==> src/rtl/ets_cmp_frame_packer.sv <==
// Packs a serial comparator bit stream into framed 32-bit words (sync header, payload, trailer)
// and queues them in a first-word-fall-through FIFO with a sticky overflow flag.
module ets_cmp_frame_packer #(
    parameter logic [31:0] SYNC_WORD  = 32'hA5A5_5AC3,
    parameter int          FIFO_DEPTH = 8
) (
    input  logic        shifting_clk,
    input  logic        free_run_rst_n,
    input  logic        cmp_data,
    input  logic        enable,
    input  logic [7:0]  frame_len,
    output logic [31:0] m_data,
    output logic        m_valid,
    input  logic        m_ready,
    output logic        m_last,
    output logic        overflow,
    input  logic        clear_overflow,
    output logic [15:0] frame_count,
    output logic        busy
);
    localparam int AW = (FIFO_DEPTH > 1) ? $clog2(FIFO_DEPTH) : 1;

    typedef enum logic [1:0] {S_IDLE, S_PAYLOAD, S_TRAILER} state_t;

    state_t      r_state;
    state_t      w_state_next;
    logic [7:0]  r_len;
    logic [4:0]  r_bit_cnt;
    logic [7:0]  r_word_cnt;
    logic [15:0] r_ones_cnt;
    logic [31:0] r_shift;
    logic [15:0] r_frame_count;
    logic        r_overflow;

    logic [32:0] r_mem [FIFO_DEPTH];
    logic [AW-1:0] r_wr_ptr;
    logic [AW-1:0] r_rd_ptr;
    logic [AW:0]   r_count;

    logic        w_push;
    logic [32:0] w_push_data;
    logic        w_frame_done;
    logic        w_full;
    logic        w_drop;
    logic        w_accept;
    logic        w_pop;
    logic [31:0] w_sample_word;
    logic [7:0]  w_word_cnt_inc;
    logic [32:0] w_head;

    assign w_word_cnt_inc = r_word_cnt + 8'd1;
    assign w_full         = (r_count == (AW+1)'(FIFO_DEPTH));
    assign w_drop         = w_push && w_full;
    assign w_accept       = w_push && !w_full;
    assign w_pop          = (r_count != '0) && m_ready;

    always_comb begin
        w_sample_word            = r_shift;
        w_sample_word[r_bit_cnt] = cmp_data;
    end

    always_comb begin
        w_state_next = r_state;
        w_push       = 1'b0;
        w_push_data  = '0;
        w_frame_done = 1'b0;
        case (r_state)
            S_IDLE: begin
                if (enable) begin
                    w_push       = 1'b1;
                    w_push_data  = {1'b0, SYNC_WORD};
                    w_state_next = S_PAYLOAD;
                end
            end
            S_PAYLOAD: begin
                if (r_bit_cnt == 5'd31) begin
                    w_push      = 1'b1;
                    w_push_data = {1'b0, w_sample_word};
                    if (w_word_cnt_inc == r_len) begin
                        w_state_next = S_TRAILER;
                    end
                end
            end
            S_TRAILER: begin
                w_push       = 1'b1;
                w_push_data  = {1'b1, r_frame_count + 16'd1, r_ones_cnt};
                w_frame_done = 1'b1;
                w_state_next = S_IDLE;
            end
            default: w_state_next = S_IDLE;
        endcase
        // A dropped word makes the frame unrecoverable, so abandon it.
        if (w_drop) begin
            w_state_next = S_IDLE;
        end
    end

    always_ff @(posedge shifting_clk or negedge free_run_rst_n) begin
        if (!free_run_rst_n) begin
            r_state       <= S_IDLE;
            r_len         <= 8'd0;
            r_bit_cnt     <= 5'd0;
            r_word_cnt    <= 8'd0;
            r_ones_cnt    <= 16'd0;
            r_shift       <= 32'd0;
            r_frame_count <= 16'd0;
            r_overflow    <= 1'b0;
        end else begin
            r_state <= w_state_next;
            if (r_state == S_IDLE && enable) begin
                r_len      <= (frame_len == 8'd0) ? 8'd1 : frame_len;
                r_bit_cnt  <= 5'd0;
                r_word_cnt <= 8'd0;
                r_ones_cnt <= 16'd0;
            end
            if (r_state == S_PAYLOAD) begin
                r_shift    <= w_sample_word;
                r_ones_cnt <= r_ones_cnt + {15'd0, cmp_data};
                r_bit_cnt  <= r_bit_cnt + 5'd1;
                if (r_bit_cnt == 5'd31) begin
                    r_word_cnt <= w_word_cnt_inc;
                end
            end
            if (w_frame_done && w_accept) begin
                r_frame_count <= r_frame_count + 16'd1;
            end
            if (w_drop) begin
                r_overflow <= 1'b1;
            end else if (clear_overflow) begin
                r_overflow <= 1'b0;
            end
        end
    end

    always_ff @(posedge shifting_clk or negedge free_run_rst_n) begin
        if (!free_run_rst_n) begin
            r_wr_ptr <= '0;
            r_rd_ptr <= '0;
            r_count  <= '0;
        end else begin
            if (w_accept) begin
                r_wr_ptr <= r_wr_ptr + AW'(1);
            end
            if (w_pop) begin
                r_rd_ptr <= r_rd_ptr + AW'(1);
            end
            case ({w_accept, w_pop})
                2'b10:   r_count <= r_count + (AW+1)'(1);
                2'b01:   r_count <= r_count - (AW+1)'(1);
                default: r_count <= r_count;
            endcase
        end
    end

    // Storage carries no reset; emptiness is tracked solely by r_count.
    always_ff @(posedge shifting_clk) begin
        if (w_accept) begin
            r_mem[r_wr_ptr] <= w_push_data;
        end
    end

    assign w_head      = r_mem[r_rd_ptr];
    assign m_valid     = (r_count != '0);
    assign m_data      = m_valid ? w_head[31:0] : 32'd0;
    assign m_last      = m_valid & w_head[32];
    assign overflow    = r_overflow;
    assign frame_count = r_frame_count;
    assign busy        = (r_state != S_IDLE);

endmodule

==> config.mk <==
export PLATFORM = sky130hd
export DESIGN_NAME = ets_cmp_frame_packer
export DESIGN_NICKNAME = d
export VERILOG_FILES = /design/src/rtl/ets_cmp_frame_packer.sv
export SDC_FILE = /design/constraint.sdc
export NUM_CORES = 1
export LEC_CHECK = 0
export ABC_AREA = 1
export BUFFER_PORTS_ARGS = -buffer_cell sky130_fd_sc_hd__clkbuf_2
export CORE_UTILIZATION = 40
export CTS_BUF_LIST = sky130_fd_sc_hd__clkbuf_4 sky130_fd_sc_hd__clkbuf_8 sky130_fd_sc_hd__clkbuf_16
export CTS_CLUSTER_SIZE = 30
export DETAILED_ROUTE_END_ITERATION = 12
export GPL_TIMING_DRIVEN = 0
export HOLD_SLACK_MARGIN = 0.15
export PLACE_DENSITY = 0.64
export SLEW_MARGIN = 20
export SYNTH_ARGS = -nofsm -noshare
export SYNTH_HDL_FRONTEND = slang
export SYNTH_SLANG_ARGS = --single-unit
==> constraint.sdc <==
create_clock -name shifting_clk -period 3.4 [get_ports shifting_clk]
set_input_delay 0.51 -clock shifting_clk [delete_from_list [all_inputs] [get_ports shifting_clk]]
set_output_delay 0.51 -clock shifting_clk [all_outputs]
set_load 0.05 [all_outputs]
==> metrics.txt <==
status completed; DR vias 11941; worst-case reg-to-reg path depth 11; fin area 18800 µm²; I/O pin total 66; final worst path period need 3290 ps; final std cells w/o fill 2203; sequential element share of the synthesized area 64.9%; Layout area overhead 17.4%; clk_lat worst skew 550 ps; Port Buffer Count 65; Syn Area/Cell 10.5 µm²; crit-path max cell delay 500 ps; Final TNS setup 0 ps; met1 GRT Util 27.8%; Worst Tran Pin Value 1100 ps; R2R Setup Slk 200 ps; Post-synth ARST share 27.1%; routed vias/inst 5.42; gr usage total 21.0%; Synth Cell Area 16000 µm²; Worst VDD drop 0.446 mV; core area 39000 µm²; H-tree levels 2; gr ovfl total 0; Leak 7.01 nW; Pre-antenna DRT Iters 5; Synthesized Nets 1556; global-route track usage on met2 35.6%; count of max-cap constraint violations 0; clock-pin slew on the worst setup and hold paths 60 ps; Cell variety after synth 43; hold depth 3; worst-path maximum fanout 10; final core occ 48.2%; worst path cell trace buf_6, inv_2, buf_6, buf_2, nor2_1, o32ai_1, nor2_1, nor2_1, clkbuf_2; largest area contributor in the netlist edfxtp_1; WS Path Type register to primary output; Worst R2R Start r_bit_cnt[0]; overall power 16.5 mW; Inserted Diodes 0; CTS max path bufs 3; DRT antenna net count 0; cells after synthesis 1528; crit share post-route 96.7%; fmax 304 MHz; worst r2r dst r_mem[4][1]; placed insts 2123; Inserted Clock Buffers 39; Hold Slack 188 ps; final hold vios 0; layout cells sized above 1 12.6%; main area contributors after synthesis edfxtp_1, dfrtp_1, nor2_1, nand2_1, o21ai_0; DRT Wirelength 42800 µm; grt met3 use 3.21%; Die Span X 202 µm; Setup WS post-layout 111 ps; Starting Density 41.0%; Slew HR 25.8%; most frequent cells in the layout nor2_1, edfxtp_1, nand2_1; most crowded layer after global routing met2; skew final 18.3 ps; most frequent CP cell nor2_1; Hold Startpoint frame_len[3]; initial antenna violation count 0; wire per inst 19.4 µm; Die Area 40800 µm²; Post-route DRC 0; largest net degree at the start of global routing 86; final HPWL from detailed placement 29100 µm; crit end category primary output; most common cell after layout, fill and taps aside nor2_1; number of flops mapped to enable cells by yosys 264; first-pass GRT wire length 66000 µm; DIE HEIGHT 202 µm; ys flop type edfxtp_1; Setup Viol. Count Final 0; Post-layout nets 1683; Startpoint Class register; worst hold endpoint r_len[3]; Yosys top cell area share 49.5%; RSZ-0062 raised after global routing false; pre-CTS setup slack 169 ps; CTS tree built; clock sink count 362; vias in the first global route 11733; FF+latch count, synth 362; Pwr Density 879 nW/µm²; Core Rows 72; CTS root buffer clkbuf_16; Area after DPL 17400 µm²; slowest library cell on the worst path dfrtp_1; final slew viol count 0; CP arrival 2780 ps; GP Congestion 0.845; Req. time, crit path 2890 ps; Hold WC Path Type input port to register; Initial DRC Count 963; Yosys Warn Count 0
-- critical path: cells and delay by family, from the launching register on --
family | cells | cell delay (ps)
AOI/OAI and AO/OA | 1 | 160
buffers and inverters | 5 | 1140
DFF | 1 | 500
and+or+nand+nor | 3 | 440
-- where the power goes --
group / switching [mW] / leakage, nW / internal, mW
clock: 1.75 / 0.670 / 2.64
combinational: 4.86 / 2.84 / 1.70
sequential: 0.270 / 3.50 / 5.29
total: 6.88 / 7.01 / 9.64
-- how the worst max path moves through the flow --
stage,endpoint,cells past startpoint,start
2_1_floorplan,r_mem[0][0],10,r_bit_cnt[0]
3_3_place_gp,r_mem[0][5],10,r_bit_cnt[0]
3_5_place_dp,r_mem[7][9],12,r_bit_cnt[0]
4_1_cts,m_data[21],8,r_rd_ptr[1]
5_1_grt,r_mem[5][21],12,r_bit_cnt[0]
6_report,m_data[19],9,r_rd_ptr[0]
-- synth_stat cells (all sizes together), types with 4 or more instances --
library cell,number
a21oi,32
buf,41
clkbuf,41
dfrtp,98
edfxtp,264
ha,14
inv,96
nand2,217
nand3,38
nand4,11
nor2,342
nor4,5
o211ai,5
o21a,13
o21ai,188
o221ai,4
o22ai,16
o32ai,67
xnor2,7
xor2,14
-- metal layers --
layer  part of all wire (%)  wire [µm]
met1                     42      18100
met2                     48      20700
met3                    7.0       2990
met4                    2.2        947
met5                      0          0
-- sequential cells by signal, summed over array words and instances, names as in the netlist --
| register | count |
|---|---|
| frame_count | 16 |
| overflow | 1 |
| r_bit_cnt | 5 |
| r_count | 4 |
| r_len | 8 |
| r_mem | 264 |
| r_ones_cnt | 16 |
| r_rd_ptr | 3 |
| r_shift | 32 |
| r_state | 2 |
| r_word_cnt | 8 |
| r_wr_ptr | 3 |
-- final cells by class --
| class | count | area [µm²] |
|---|---|---|
| Multi-Input combinational cell | 986 | 4910 |
| Timing Repair Buffer | 86 | 739 |
| Inverter | 98 | 368 |
| Sequential cell | 362 | 10400 |
| Fill cell | 3505 | 20200 |
| Clock buffer | 53 | 1080 |
| Clock inverter | 18 | 251 |
| Buffer | 82 | 408 |
| Tap cell | 518 | 648 |
-- kinds of logic (layout without fill, tap and decap cells) --
logic type | count (synthesis) | count (layout) | synth area share [%]
AND/OR/NAND/NOR | 620 | 620 | 15.5
XOR/XNOR | 21 | 21 | 1.15
adder cells (fa/ha/maj) | 14 | 14 | 1.09
AO/OA/AOI/OAI | 330 | 330 | 12.5
buffers and inverters | 180 | 337 | 4.82
flip-flops | 362 | 362 | 64.9
multiplexers | 1 | 1 | 0.0626
-- what timing repair did --
| action | in CTS | in global routing |
|---|---|---|
| endpoints found under the hold margin | 51 | 0 |
| hold buffers | 2 | 0 |
| setup buffers | 0 | 7 |
| gates resized for setup | 0 | 6 |
| endpoints found under the setup margin | 0 | 65 |
Note: power is estimated with default switching activity, not from simulation.
